$ cat src/rtl/cgra_config_readback_if.sv
// rtl/cgra_config_readback_if.sv - captured-word stream between readback capture and its consumer
interface cgra_config_readback_if;
  logic [31:0] word_data;
  logic        word_valid;
  logic        word_ready;

  modport master (output word_data, output word_valid, input word_ready);
  modport slave  (input word_data, input word_valid, output word_ready);
endinterface

$ cat src/rtl/cgra_config_readback.sv
// rtl/cgra_config_readback.sv - serial config readback capture into 32-bit words via a small FIFO
// Optional CRC-16-CCITT over payload bits when CFG_READBACK_CRC_EN is defined.
module cgra_config_readback #(
  parameter int BITSTREAM_LENGTH = 1024,
  parameter int CHAIN_DELAY      = 0,
  parameter int FIFO_DEPTH       = 4
`ifdef CFG_READBACK_CRC_EN
  , parameter logic [15:0] EXPECTED_CRC = 16'h0000
`endif
) (
  input  logic                          clock,
  input  logic                          sync_reset,
  input  logic                          enable,
  input  logic                          bitstream,
  cgra_config_readback_if.master        word_if,
  output logic                          overflow,
  output logic                          done
`ifdef CFG_READBACK_CRC_EN
  , output logic [15:0]                 crc_value,
  output logic                          crc_ok
`endif
);

  localparam int BW = $clog2(BITSTREAM_LENGTH + 1);
  localparam int SW = (CHAIN_DELAY > 0) ? $clog2(CHAIN_DELAY + 1) : 1;
  localparam int AW = $clog2(FIFO_DEPTH);
  localparam bit HAS_TAIL = (BITSTREAM_LENGTH % 32) != 0;
  localparam logic [BW-1:0] LAST_BIT  = BW'(BITSTREAM_LENGTH - 1);
  localparam logic [SW-1:0] SKIP_LAST = SW'((CHAIN_DELAY > 0) ? CHAIN_DELAY - 1 : 0);

  typedef enum logic [2:0] {S_IDLE, S_SKIP, S_SHIFT, S_FLUSH, S_DONE} state_t;
  state_t state, state_next;

  logic [BW-1:0] bit_cnt;
  logic [4:0]    bit_pos;
  logic [SW-1:0] skip_cnt;
  logic [31:0]   shift_reg, shift_next, push_data;
  logic [31:0]   fifo_mem [FIFO_DEPTH];
  logic [AW-1:0] rd_ptr, wr_ptr;
  logic [AW:0]   fifo_cnt;
  logic          fifo_full, fifo_empty, pop, push, push_req;
  logic          take_bit, skip_bit, last_bit, skip_last;

  assign last_bit   = (bit_cnt == LAST_BIT);
  assign skip_last  = (skip_cnt == SKIP_LAST);
  assign fifo_empty = (fifo_cnt == '0);
  assign fifo_full  = (fifo_cnt == (AW+1)'(FIFO_DEPTH));
  assign pop        = !fifo_empty && word_if.word_ready;
  // A full FIFO still accepts a word when the head leaves on the same edge.
  assign push       = push_req && (!fifo_full || pop);

  assign word_if.word_valid = !fifo_empty;
  assign word_if.word_data  = fifo_empty ? 32'h0 : fifo_mem[rd_ptr];
  assign done               = (state == S_DONE) && fifo_empty;

  always_comb begin
    shift_next          = shift_reg;
    shift_next[bit_pos] = bitstream;
  end

  always_ff @(posedge clock) begin
    if (sync_reset) state <= S_IDLE;
    else            state <= state_next;
  end

  always_comb begin
    state_next = state;
    take_bit   = 1'b0;
    skip_bit   = 1'b0;
    push_req   = 1'b0;
    push_data  = shift_next;
    case (state)
      S_IDLE: if (enable) begin
        if (CHAIN_DELAY > 0) begin
          skip_bit   = 1'b1;
          state_next = skip_last ? S_SHIFT : S_SKIP;
        end else begin
          take_bit   = 1'b1;
          state_next = last_bit ? S_FLUSH : S_SHIFT;
        end
      end
      S_SKIP: if (enable) begin
        skip_bit = 1'b1;
        if (skip_last) state_next = S_SHIFT;
      end
      S_SHIFT: if (enable) begin
        take_bit = 1'b1;
        if (last_bit) state_next = S_FLUSH;
      end
      S_FLUSH: begin
        if (!HAS_TAIL) begin
          state_next = S_DONE;
        end else if (!fifo_full) begin
          push_req   = 1'b1;
          push_data  = shift_reg;
          state_next = S_DONE;
        end
      end
      default: ;
    endcase
    if (take_bit && bit_pos == 5'd31) push_req = 1'b1;
  end

  always_ff @(posedge clock) begin
    if (sync_reset) begin
      bit_cnt   <= '0;
      bit_pos   <= '0;
      skip_cnt  <= '0;
      shift_reg <= '0;
      rd_ptr    <= '0;
      wr_ptr    <= '0;
      fifo_cnt  <= '0;
      overflow  <= 1'b0;
    end else begin
      if (skip_bit) skip_cnt <= skip_cnt + 1'b1;
      if (take_bit) begin
        bit_cnt   <= bit_cnt + 1'b1;
        bit_pos   <= bit_pos + 1'b1;
        // Clearing on word completion leaves a zero-padded partial word for the flush.
        shift_reg <= (bit_pos == 5'd31) ? 32'h0 : shift_next;
      end
      if (push) begin
        fifo_mem[wr_ptr] <= push_data;
        wr_ptr           <= wr_ptr + 1'b1;
      end
      if (pop) rd_ptr <= rd_ptr + 1'b1;
      fifo_cnt <= fifo_cnt + {{AW{1'b0}}, push} - {{AW{1'b0}}, pop};
      if (push_req && !push) overflow <= 1'b1;
    end
  end

`ifdef CFG_READBACK_CRC_EN
  logic crc_fb;
  assign crc_fb = crc_value[15] ^ bitstream;

  always_ff @(posedge clock) begin
    if (sync_reset)    crc_value <= 16'hFFFF;
    else if (take_bit) crc_value <= {crc_value[14:0], 1'b0} ^ (crc_fb ? 16'h1021 : 16'h0000);
  end

  assign crc_ok = done && (crc_value == EXPECTED_CRC);
`endif

endmodule
$ cat src/flat_wrapper.sv
// flat-port wrapper written by rule: the top's interface ports become plain ports
module cgra_config_readback_flat 
#(
  parameter int BITSTREAM_LENGTH = 1024,
  parameter int CHAIN_DELAY      = 0,
  parameter int FIFO_DEPTH       = 4

)
  (clock, sync_reset, enable, bitstream, overflow, done, word_if_word_data, word_if_word_valid, word_if_word_ready);
  cgra_config_readback_if word_if_i ();
  input  logic clock;
  input  logic sync_reset;
  input  logic enable;
  input  logic bitstream;
  output logic overflow;
  output logic done;
  output wire logic [$bits(word_if_i.word_data)-1:0] word_if_word_data;
  output wire logic [$bits(word_if_i.word_valid)-1:0] word_if_word_valid;
  input wire logic [$bits(word_if_i.word_ready)-1:0] word_if_word_ready;
  assign word_if_word_data = word_if_i.word_data;
  assign word_if_word_valid = word_if_i.word_valid;
  assign word_if_i.word_ready = word_if_word_ready;
  cgra_config_readback #(.BITSTREAM_LENGTH(BITSTREAM_LENGTH), .CHAIN_DELAY(CHAIN_DELAY), .FIFO_DEPTH(FIFO_DEPTH)) u_core (.clock(clock), .sync_reset(sync_reset), .enable(enable), .bitstream(bitstream), .word_if(word_if_i), .overflow(overflow), .done(done));
endmodule
$ cat config.mk
export PLATFORM = sky130hd
export DESIGN_NAME = cgra_config_readback_flat
export DESIGN_NICKNAME = d
export VERILOG_FILES = /design/src/rtl/cgra_config_readback_if.sv /design/src/rtl/cgra_config_readback.sv /design/src/flat_wrapper.sv
export SDC_FILE = /design/constraint.sdc
export NUM_CORES = 1
export LEC_CHECK = 0
export BUFFER_PORTS_ARGS = -buffer_cell sky130_fd_sc_hd__clkbuf_2
export CORE_MARGIN = 2
export CORE_UTILIZATION = 62
export CTS_BUF_LIST = sky130_fd_sc_hd__clkbuf_8
export CTS_CLUSTER_SIZE = 8
export DETAILED_ROUTE_END_ITERATION = 10
export GPL_TIMING_DRIVEN = 1
export HOLD_SLACK_MARGIN = 0.15
export PLACE_DENSITY = 0.85
export SETUP_SLACK_MARGIN = 0.05
export SLEW_MARGIN = 25
export SYNTH_ARGS = -nofsm -noshare
export SYNTH_HDL_FRONTEND = slang
export SYNTH_SLANG_ARGS = --single-unit
$ cat constraint.sdc
create_clock -name clock -period 3.3 [get_ports clock]
set_input_delay 0.33 -clock clock [delete_from_list [all_inputs] [get_ports clock]]
set_output_delay 0.33 -clock clock [all_outputs]
set_load 0.02 [all_outputs]
==> results.md, run 1 <==
* Internal power at about 4 mW
* Hold/Removal Path Class: in -> reg
* Req. time, crit path at 2.97 ns
* Commonest non-fill, non-tap cell in the layout: edfxtp_1
* Initial antenna violation count at 0
* EDFF count, synth at roughly 130
* Worst IR Drop VDD at about 0.39 mV
* Clock buffer depth at 2
* Setup repair bufs after CTS at 0
* Clock Skews at 0.009667 ns
* Vias in the first global route at just under 5000
* IO Port Bufs at 39
* Critical path, cell by cell: buf_12, mux4_2, and2_1, clkbuf_2
* Hold-fix buffers at CTS at 0
* DP Worst Slack at a little under 0.9 ns
* RSZ-0062 raised after global routing: no
* Synth cell types at 46
* Crit path time final at between 2 and 3 ns
* # clock sinks at 190
* Final Slew Violations at 0
* Pre-antenna DRT Iters at 4
* Outcome: completed
* Max Freq at approximately 380 MHz
* Worst-margin pin slew at about 0.64 ns
* Dominant cell type by area after synthesis: edfxtp_1
* Synth warn at 0
* Startpoint Class: flip-flop
* Nets@finish at 634
* Leakage dissipation at between 3 and 4 nW
* Max-Cap Viols at 0
* Hold slack at 0.2314 ns
* Resized Gates After CTS at 0
* WS Path Type: reg -> out
* Psw at around 1.7 mW
* RePlAce Congestion at ~0.81
* Worst-path clk slew at ~0.09 ns
* Total grt overflow at 0
* Drt via density at 5.916
* CTS root buf: clkbuf_8
* Synthesis-stage register bit count at 190
* Crit-path slowest cell: dfxtp_2
* Largest net degree at the start of global routing at 36
* Setup tns final at 0 ns
* WL per Instance at approximately 18 µm
* DRC viols at 0
* Starting density of the core at 63.93%
* Die width at 118.3 µm
* CP endpoint kind: primary output
* CTS Buf Count at 17
* Syn Area/Cell at between 10 and 15 µm²
* Area Growth Syn to Fin at 9.036%
* GRT Total Usage at roughly 22%
* Post-synthesis instance area at between 8000 and 9000 µm²
* Final setup violation count at 0
* Die Footprint at 13990 µm²
* Slowest stage delay, CP at 0.72 ns
* Routed Antenna Nets at 0
* Routed WL at 14470 µm
* DIE HEIGHT at roughly 120 µm
* H-Tree Depth at 4
* Ys async rst share at 0%
* Sw Ratio at between 20 and 30%
* Final hold vios at 0
* Final WS setup at roughly 0.65 ns
* Number of flip-flops in the largest register at 128
* Number of I/O pins at 40
* Largest cells by area after synthesis: edfxtp_1 47%, dfxtp_1 15%, mux4_2 8.9%, mux2_2 4.4%, o21ai_0 3.2%
* Fin crit share at 80.29%
* Seq pwr share at 46.9%
* DP HPWL at a little over 9000 µm
* Diode count at 0
* Pwr dens at around 640 nW/µm²
* Fraction of layout cells with a size suffix above 1 at 25.68%
* Post-synth top flop: edfxtp_1
* Site Rows at 41
* Most frequent cells in the layout: 128 x edfxtp_1, 61 x dfxtp_1, 51 x o21ai_0
* Max_slew headroom at a little under three fifths
* Clock power frac at a little over a quarter
* First-pass GRT wire length at approximately 24000 µm
* DRT iter0 DRCs at 370
* CTS tree: done
* Comb power frac at around a quarter
* CP arrival at 2.32 ns
* Highest net fanout along the worst path at 17
* Clk Latency, worst-skew pair at ~0.46 ns
* Seq/Total Area, Yosys at a little over three fifths
* Core Box Area at around 13000 µm²
* Vias at about 4700
* Cells after synthesis at slightly below 600
* Post-Syn Nets at roughly 600
* Yosys top cell area share at 47.45%
## power groups by stage
stage          registers [mW]  logic (mW)  clock network, mW
6_report                 2.65        1.47               1.52
5_1_grt                  2.66        1.60               1.64
4_1_cts                  2.65        1.51               1.55
3_5_place_dp             2.71        1.50                  0
3_3_place_gp             2.70        1.47                  0
2_1_floorplan            2.64        1.15                  0
## stage by stage
stage	instances	area, µm²	util (%)	total power [mW]
floorplan	585	8100	-	3.783
global placement	769	8436	66.57	4.171
detailed placement	769	8436	66.57	4.206
CTS	799	8832	69.70	5.711
global route	799	8832	69.70	5.903
finish	799	8832	69.70	5.640
## path summary, 6_finish.rpt
check                           cells after the start            startpoint                     to  slack (ns)
worst max-delay path                                4             flip-flop  word_if_word_data[30]        0.65
worst max register to register                     10     u_core.bit_pos[2]     u_core.fifo_cnt[2]        0.87
worst min-delay path                                2            sync_reset        u_core.overflow        0.23
worst min register to register                      2  u_core.shift_reg[31]   u_core.shift_reg[31]        0.47
## Yosys cell counts, types with 2 or more instances
master and instances:
a21oi_1 36, and2_1 37, and3_1 2, and3b_1 3
and4bb_2 2, buf_1 5, buf_2 13, buf_4 7
clkbuf_1 17, dfxtp_1 62, edfxtp_1 128, ha_1 12
inv_1 11, mux2_2 32, mux2i_1 3, mux4_2 32
nand2_1 36, nand3_1 5, nand3b_1 2, nand4_1 3
nor2_1 28, nor2b_1 2, nor3b_1 2, nor3b_2 4
nor4b_1 2, o21ai_0 51, o21ai_1 11, o22ai_1 2
or3_1 3, xnor2_1 7, xor2_1 10
## area by class of cell
| class | instances | area [µm²] |
|---|---|---|
| fillers | 841 | 3839 |
| inverters | 11 | 41.29 |
| well taps | 172 | 215.2 |
| clock inverters | 12 | 148.9 |
| multi-input cells | 340 | 2758 |
| clock buffers | 18 | 247.7 |
| flip-flops and latches | 190 | 5086 |
| repair buffers | 56 | 335.3 |
## logic make-up (layout without fill, tap and decap cells)
| kind of cell | Yosys count | count (layout) | synth area share, % |
|---|---|---|---|
| flops | 190 | 190 | 62.77 |
| simple gates | 138 | 138 | 9.670 |
| compound gates | 105 | 105 | 6.719 |
| mux | 67 | 67 | 13.72 |
| buf+inv | 55 | 97 | 3.182 |
| xor+xnor | 17 | 17 | 1.838 |
| fa+ha+maj | 13 | 13 | 2.101 |
## metal layers
metal | share of wire, % | vias up | GRT usage (%)
li1 | - | 2201 | -
met3 | 5.4 | 22 | 5.743
met2 | 51 | 146 | 36.81
met1 | 42 | 2358 | 29.38
met4 | 1.6 | 0 | 7.229
met5 | 0 | - | 0
## critical path: cells and delay by family, from the launching register on
kind	cells	cell delay (ns)
buffers and inverters	2	0.42
DFF	1	0.72
muxes	1	0.53
and+or+nand+nor	1	0.18
(Power assumes the default switching activity.)
==> run 2: changes to the inputs <==
==> constraint.sdc (replaced) <==
create_clock -name clock -period 2.8 [get_ports clock]
set_input_delay 0.28 -clock clock [delete_from_list [all_inputs] [get_ports clock]]
set_output_delay 0.28 -clock clock [all_outputs]
set_load 0.02 [all_outputs]
==> run 2 against run 1 <==
  * Total power increased by 21%
  * Count of clock-buffer cells in the layout shrank 1
  * Design area increased by 0.65%
  * Sequential power up 17%
  * Sequential share of layout area shrank 0.37 points
  * Wire length up 5.0%
  * Clock power is 28% higher
  * First-iteration DRC count up 8.9%
  * Register-to-register slack worse by 0.53 ns
  * Clock skew shrank 0.0022 ns
  * Highest routed layer unchanged
==> results.md, run 2 (synthesized netlist as in run 1, its figures left out) <==
* Die Footprint at 13990 µm² (unchanged)
* Final WS setup at 0.2892 ns (-0.3613 ns)
* Finished Cell Area at 8890 µm² (+0.65%)
* Worst R2R Start: u_core.bit_pos[2]
* Max-Cap Viols at 0 (unchanged)
* CP arrival at 2.23 ns (-0.09 ns)
* Setup tns final at 0 ns (unchanged)
* Worst-path clk slew at 0.09 ns (about the same)
* CTS tree: done
* Final hold vios at 0 (unchanged)
* Max Freq at 398.3 MHz
* Reg2Reg Depth at 10 (unchanged)
* Pre-antenna DRT Iters at 4 (unchanged)
* Final Slew Violations at 0 (unchanged)
* Placed inst area at 8453 µm² (+0.21%)
* Clock Skews at 0.007438 ns (-0.002229 ns)
* # fillers at 842 (+0.12%)
* Nets@finish at 633 (-0.16%)
* Routed WL at 15200 µm (+5.0%)
* Starting density of the core at 63.93% (unchanged)
* Core Box Area at 12670 µm² (unchanged)
* Worst-margin pin slew at 0.6962 ns (+0.05939 ns)
* R2R setup slack at 0.34 ns (-0.53 ns)
* Vias at 4817 (+1.9%)
* Layout Utilization at 70.16% (+0.45 points)
* Final setup violation count at 0 (unchanged)
* CTS Buf Count at 17 (unchanged)
* CTS root buf: clkbuf_8
* DP HPWL at 9447 µm (+2.4%)
* First-pass GRT wire length at 24900 µm (+2.2%)
* Hold Crit Depth at 2 (unchanged)
* Number of I/O pins at 40 (unchanged)
* CP endpoint kind: primary output
* RR Endpoint: u_core.fifo_cnt[2]
* RePlAce Congestion at 0.7779 (-3.6%)
* WS Path Type: reg -> out
* Hold-fix buffers at CTS at 0 (unchanged)
* Diode count at 0 (unchanged)
* Pwr Total at 6.824 mW (+21%)
* Hold/Removal Path Class: in -> reg
* Fin crit share at 89.67%
* Site Rows at 41 (unchanged)
* Most frequent cells in the layout: 128 x edfxtp_1, 61 x dfxtp_1, 51 x o21ai_0
* DRC viols at 0 (unchanged)
* Outcome: completed
* Initial antenna violation count at 0 (unchanged)
* Startpoint Class: flip-flop
* Worst IR Drop VDD at 0.4078 mV (+4.9%)
* Drt via density at 6.021 (+1.8%)
* Clock buffer depth at 2 (unchanged)
* Crit path time final at 2.511 ns
* DRT iter0 DRCs at 403 (+8.9%)
* Area Growth Syn to Fin at 9.747%
* H-Tree Depth at 4 (unchanged)
* Routed Antenna Nets at 0 (unchanged)
* Die width at 118.3 µm (unchanged)
* DP Worst Slack at 0.4117 ns (-0.4828 ns)
* Number of flip-flops in the largest register at 128 (unchanged)
* Setup repair bufs after CTS at 0 (unchanged)
* Pwr dens at 767.6 nW/µm² (+20%)
* Fraction of layout cells with a size suffix above 1 at 25.48% (-0.20 points)
* Clk Latency, worst-skew pair at 0.45 ns (about the same)
* WL per Instance at 19.00 µm (+4.9%)
* Leakage dissipation at 3.179 nW (+0.31%)
* Largest net degree at the start of global routing at 36 (unchanged)
* # clock sinks at 190 (unchanged)
* RSZ-0062 raised after global routing: no
* IO Port Bufs at 39 (unchanged)
* GRT Total Usage at 22.92% (+0.52 points)
* Resized Gates After CTS at 0 (unchanged)
* Total grt overflow at 0 (unchanged)
* Vias in the first global route at 5011 (+3.4%)
* Req. time, crit path at 2.52 ns (-0.45 ns)
* Min-delay src: sync_reset
* Commonest non-fill, non-tap cell in the layout: edfxtp_1
* Hold Path End: u_core.bit_cnt[10]
* Highest net fanout along the worst path at 23 (+6)
* Max_slew headroom at 53.58% (-4.0 points)
* DIE HEIGHT at 118.3 µm (unchanged)
==> run 2: cell count changes in the layout (fill, tap and decap cells not counted), moves of 2 or more <==
| cell | delta |
|---|---|
| bufinv_16 | +2 |
| clkinv_1 | +3 |
| clkinv_4 | -2 |
| buf_12 | +2 |
| buf_4 | -3 |
==> run 2: cell type report <==
class                   instances  area (µm²)  area share [%]
repair buffers                 55       352.8           3.969
clock inverters                15       202.7           2.280
multi-input cells             340        2758           31.02
flip-flops and latches        190        5086           57.21
well taps                     172       215.2           2.421
inverters                      11       41.29          0.4645
clock buffers                  17       234.0           2.632
==> run 2: stage by stage <==
| stage | hold WS (ns) | instances |
|---|---|---|
| 2_1_floorplan | 0.4254 | 585 |
| 3_3_place_gp | 0.4366 | 768 |
| 3_5_place_dp | 0.4487 | 768 |
| 4_1_cts | 0.2105 | 800 |
| 5_1_grt | 0.2450 | 800 |
| 6_report | 0.2384 | 800 |
==> run 2: how the worst max path moves through the flow <==
stage | startpoint | to | slack (ns) | cells after the start
after floorplan | u_core.bit_pos[0] | u_core.fifo_mem[0][0] | 0.26 | 6
after global placement | u_core.bit_pos[2] | u_core.fifo_cnt[2] | 0.50 | 10
after detailed placement | u_core.bit_pos[2] | u_core.fifo_cnt[2] | 0.41 | 10
after CTS | flip-flop | word_if_word_data[28] | 0.22 | 4
after global routing | flip-flop | word_if_word_data[28] | 0.14 | 4
final | flip-flop | word_if_word_data[28] | 0.29 | 4
==> run 2: worst max-delay path: stages (launching register included) <==
cell	delay [ns]
dfxtp_2	0.62
buf_12	0.28
mux4_2	0.54
and2_1	0.17
clkbuf_2	0.15
==> run 2: power by group <==
group / internal (mW) / total, mW / switching (mW)
clock: 1.04 / 1.94 / 0.897
combinational: 0.759 / 1.78 / 1.02
sequential: 3.01 / 3.11 / 0.0917
==> run 2: routing by layer <==
layer	vias up	wire length (µm)	track usage, %
met5	-	0	0
met4	0	211	9.337
met3	24	749	5.405
met2	180	7879	38.15
met1	2402	6356	29.08
li1	2211	-	-
==> run 3: changes to the inputs <==
--- a/config.mk
+++ b/config.mk
@@ -6,14 +6,17 @@
 export NUM_CORES = 1
 export LEC_CHECK = 0
 export BUFFER_PORTS_ARGS = -buffer_cell sky130_fd_sc_hd__clkbuf_2
+export CELL_PAD_IN_SITES_DETAIL_PLACEMENT = 0
+export CELL_PAD_IN_SITES_GLOBAL_PLACEMENT = 1
+export CORE_ASPECT_RATIO = 1.2
 export CORE_MARGIN = 2
-export CORE_UTILIZATION = 62
+export CORE_UTILIZATION = 53
 export CTS_BUF_LIST = sky130_fd_sc_hd__clkbuf_8
 export CTS_CLUSTER_SIZE = 8
 export DETAILED_ROUTE_END_ITERATION = 10
 export GPL_TIMING_DRIVEN = 1
 export HOLD_SLACK_MARGIN = 0.15
-export PLACE_DENSITY = 0.85
+export PLACE_DENSITY = 0.87
 export SETUP_SLACK_MARGIN = 0.05
 export SLEW_MARGIN = 25
 export SYNTH_ARGS = -nofsm -noshare
==> run 3 against run 2 <==
  * Wire length down 0.77%
  * Fmax up 4.5%
  * Critical endpoint is now word_if_word_data[11]
  * Core utilization down 11 points
  * Critical path depth unchanged
  * Register-to-register slack better by 0.07 ns
  * Clock power down 8%
==> results.md, run 3 (synthesized netlist as in run 1, its figures left out) <==
* Pwr dens at 745.5 nW/µm² (-2.9%)
* Crit-path slowest cell: mux4_2
* Largest net degree at the start of global routing at 36 (unchanged)
* Diode count at 0 (unchanged)
* First-pass GRT wire length at 24660 µm (-0.94%)
* Hold slack at 0.2104 ns (-0.02796 ns)
* Clock Skews at 0.01108 ns (+0.003641 ns)
* Clk Latency, worst-skew pair at 0.47 ns (+0.02 ns)
* Pwr Total at 6.636 mW (-2.8%)
* DP Worst Slack at 0.4078 ns (-0.003873 ns)
* Vias at 4667 (-3.1%)
* CP endpoint kind: primary output
* R2R setup slack at 0.41 ns (+0.07 ns)
* CTS Buf Count at 17 (unchanged)
* Final Slew Violations at 0 (unchanged)
* DP Cell Count at 804 (+4.7%)
* Area Growth Syn to Fin at 9.886%
* Worst-margin pin slew at 0.7506 ns (+0.05433 ns)
* GRT Total Usage at 20.10% (-2.8 points)
* Pre-antenna DRT Iters at 5 (+1)
* Vias in the first global route at 4840 (-3.4%)
* Die width at 116.9 µm (-1.2%)
* CTS tree: done
* Seq. cell area at 5086 µm² (unchanged)
* Drt via density at 5.576 (-7.4%)
* Core Box Area at 14960 µm² (+18%)
* Critical path, cell by cell: buf_4, mux4_2, and2_1, clkbuf_2
* Setup repair bufs after CTS at 0 (unchanged)
* DP HPWL at 9393 µm (-0.58%)
* Setup tns final at 0 ns (unchanged)
* CP arrival at 2.12 ns (-0.11 ns)
* Routed WL at 15080 µm (-0.77%)
* # fillers at 1233 (+46%)
* Fraction of layout cells with a size suffix above 1 at 26.38% (+0.90 points)
* # clock sinks at 190 (unchanged)
* Site Rows at 49 (+20%)
* Final hold vios at 0 (unchanged)
* Max Freq at 416.1 MHz (+4.5%)
* CP Buf/Inv Count at 2 (unchanged)
* Final setup violation count at 0 (unchanged)
* Finished Cell Area at 8901 µm² (+0.13%)
* Starting density of the core at 54.15% (-9.8 points)
* Initial antenna violation count at 0 (unchanged)
* Placed inst area at 8498 µm² (+0.53%)
* Worst-path clk slew at 0.10 ns (about the same)
* DIE HEIGHT at 139.4 µm (+18%)
* DRC viols at 0 (unchanged)
* Final WS setup at 0.3970 ns (+0.1078 ns)
* RSZ-0062 raised after global routing: no
* Total grt overflow at 0 (unchanged)
* Largest delay share family, worst path: multiplexers
* Number of flip-flops in the largest register at 128 (unchanged)
* WL per Instance at 18.02 µm (-5.2%)
* Layout Cells excl Fill at 837 (+4.6%)
* H-Tree Depth at 4 (unchanged)
* Highest net fanout along the worst path at 19 (-17%)
* Layout Utilization at 59.50% (-11 points)
* IO Port Bufs at 39 (unchanged)
* DRT iter0 DRCs at 311 (-23%)
* Hold/Removal Path Class: in -> reg
* Number of I/O pins at 40 (unchanged)
* Nets@finish at 638 (+0.79%)
* Outcome: completed
* Req. time, crit path at 2.52 ns (about the same)
* WS Path Type: reg -> out
* Fin crit share at 85.82% (-3.9 points)
* Multi-input gate area at 2758 µm² (unchanged)
* Startpoint Class: flip-flop
* Most frequent cells in the layout: 128 x edfxtp_1, 61 x dfxtp_1, 51 x o21ai_0
* Slowest stage delay, CP at 0.60 ns (-0.02 ns)
* RePlAce Congestion at 0.7552 (-2.9%)
* Clock buffer depth at 2 (unchanged)
* Routed Antenna Nets at 0 (unchanged)
* Crit path time final at 2.403 ns (-0.1078 ns)
* Max_slew headroom at 49.96% (-3.6 points)
* Worst IR Drop VDD at 0.4089 mV (+0.29%)
* Die Footprint at 16290 µm² (+16%)
* Leakage dissipation at 3.178 nW (about the same)
* CTS root buf: clkbuf_8
* Commonest non-fill, non-tap cell in the layout: edfxtp_1
* Max-Cap Viols at 0 (unchanged)
[run 3: report_power, final]
group | internal [mW] | switching [mW]
Combinational | 0.750 | 1.04
Clock | 0.805 | 0.984
Sequential | 3.01 | 0.0416
[run 3: path summary, 6_finish.rpt]
path | cells after the start | start | endpoint
max | 4 | flip-flop | word_if_word_data[11]
min reg2reg | 2 | u_core.shift_reg[31] | u_core.shift_reg[31]
min | 4 | word_if_word_ready | flip-flop
max reg2reg | 10 | u_core.bit_pos[3] | u_core.fifo_cnt[2]
[run 3: worst register-to-register path, stage by stage (launching register included)]
cell and delay, ns:
dfxtp_1 0.56, and3_1 0.27, ha_1 0.22, nand3b_1 0.21, inv_1 0.11, ha_1 0.15, inv_1 0.05, fa_1 0.37
xor2_1 0.17, xnor2_1 0.13, nor2_1 0.05
[run 3: per-layer routing]
metal,up-vias,wire length (µm),GRT usage [%]
li1,2229,-,-
met3,17,455,4.878
met4,0,253,7.121
met1,2349,6367,24.79
met5,-,0,0
met2,72,8004,34.26
[run 3: layout make-up]
cell class | instances | area share [%]
timing repair buffer | 60 | 4.133
tap | 204 | 2.868
clock inverter | 15 | 1.785
inverter | 11 | 0.4639
sequential | 190 | 57.14
clock buffer | 17 | 2.629
multi-input combinational | 340 | 30.98
[run 3: timing repair]
item,4_1_cts,5_1_grt
hold endpoints to repair,7,0
hold buffers,1,0
resized for setup,0,0
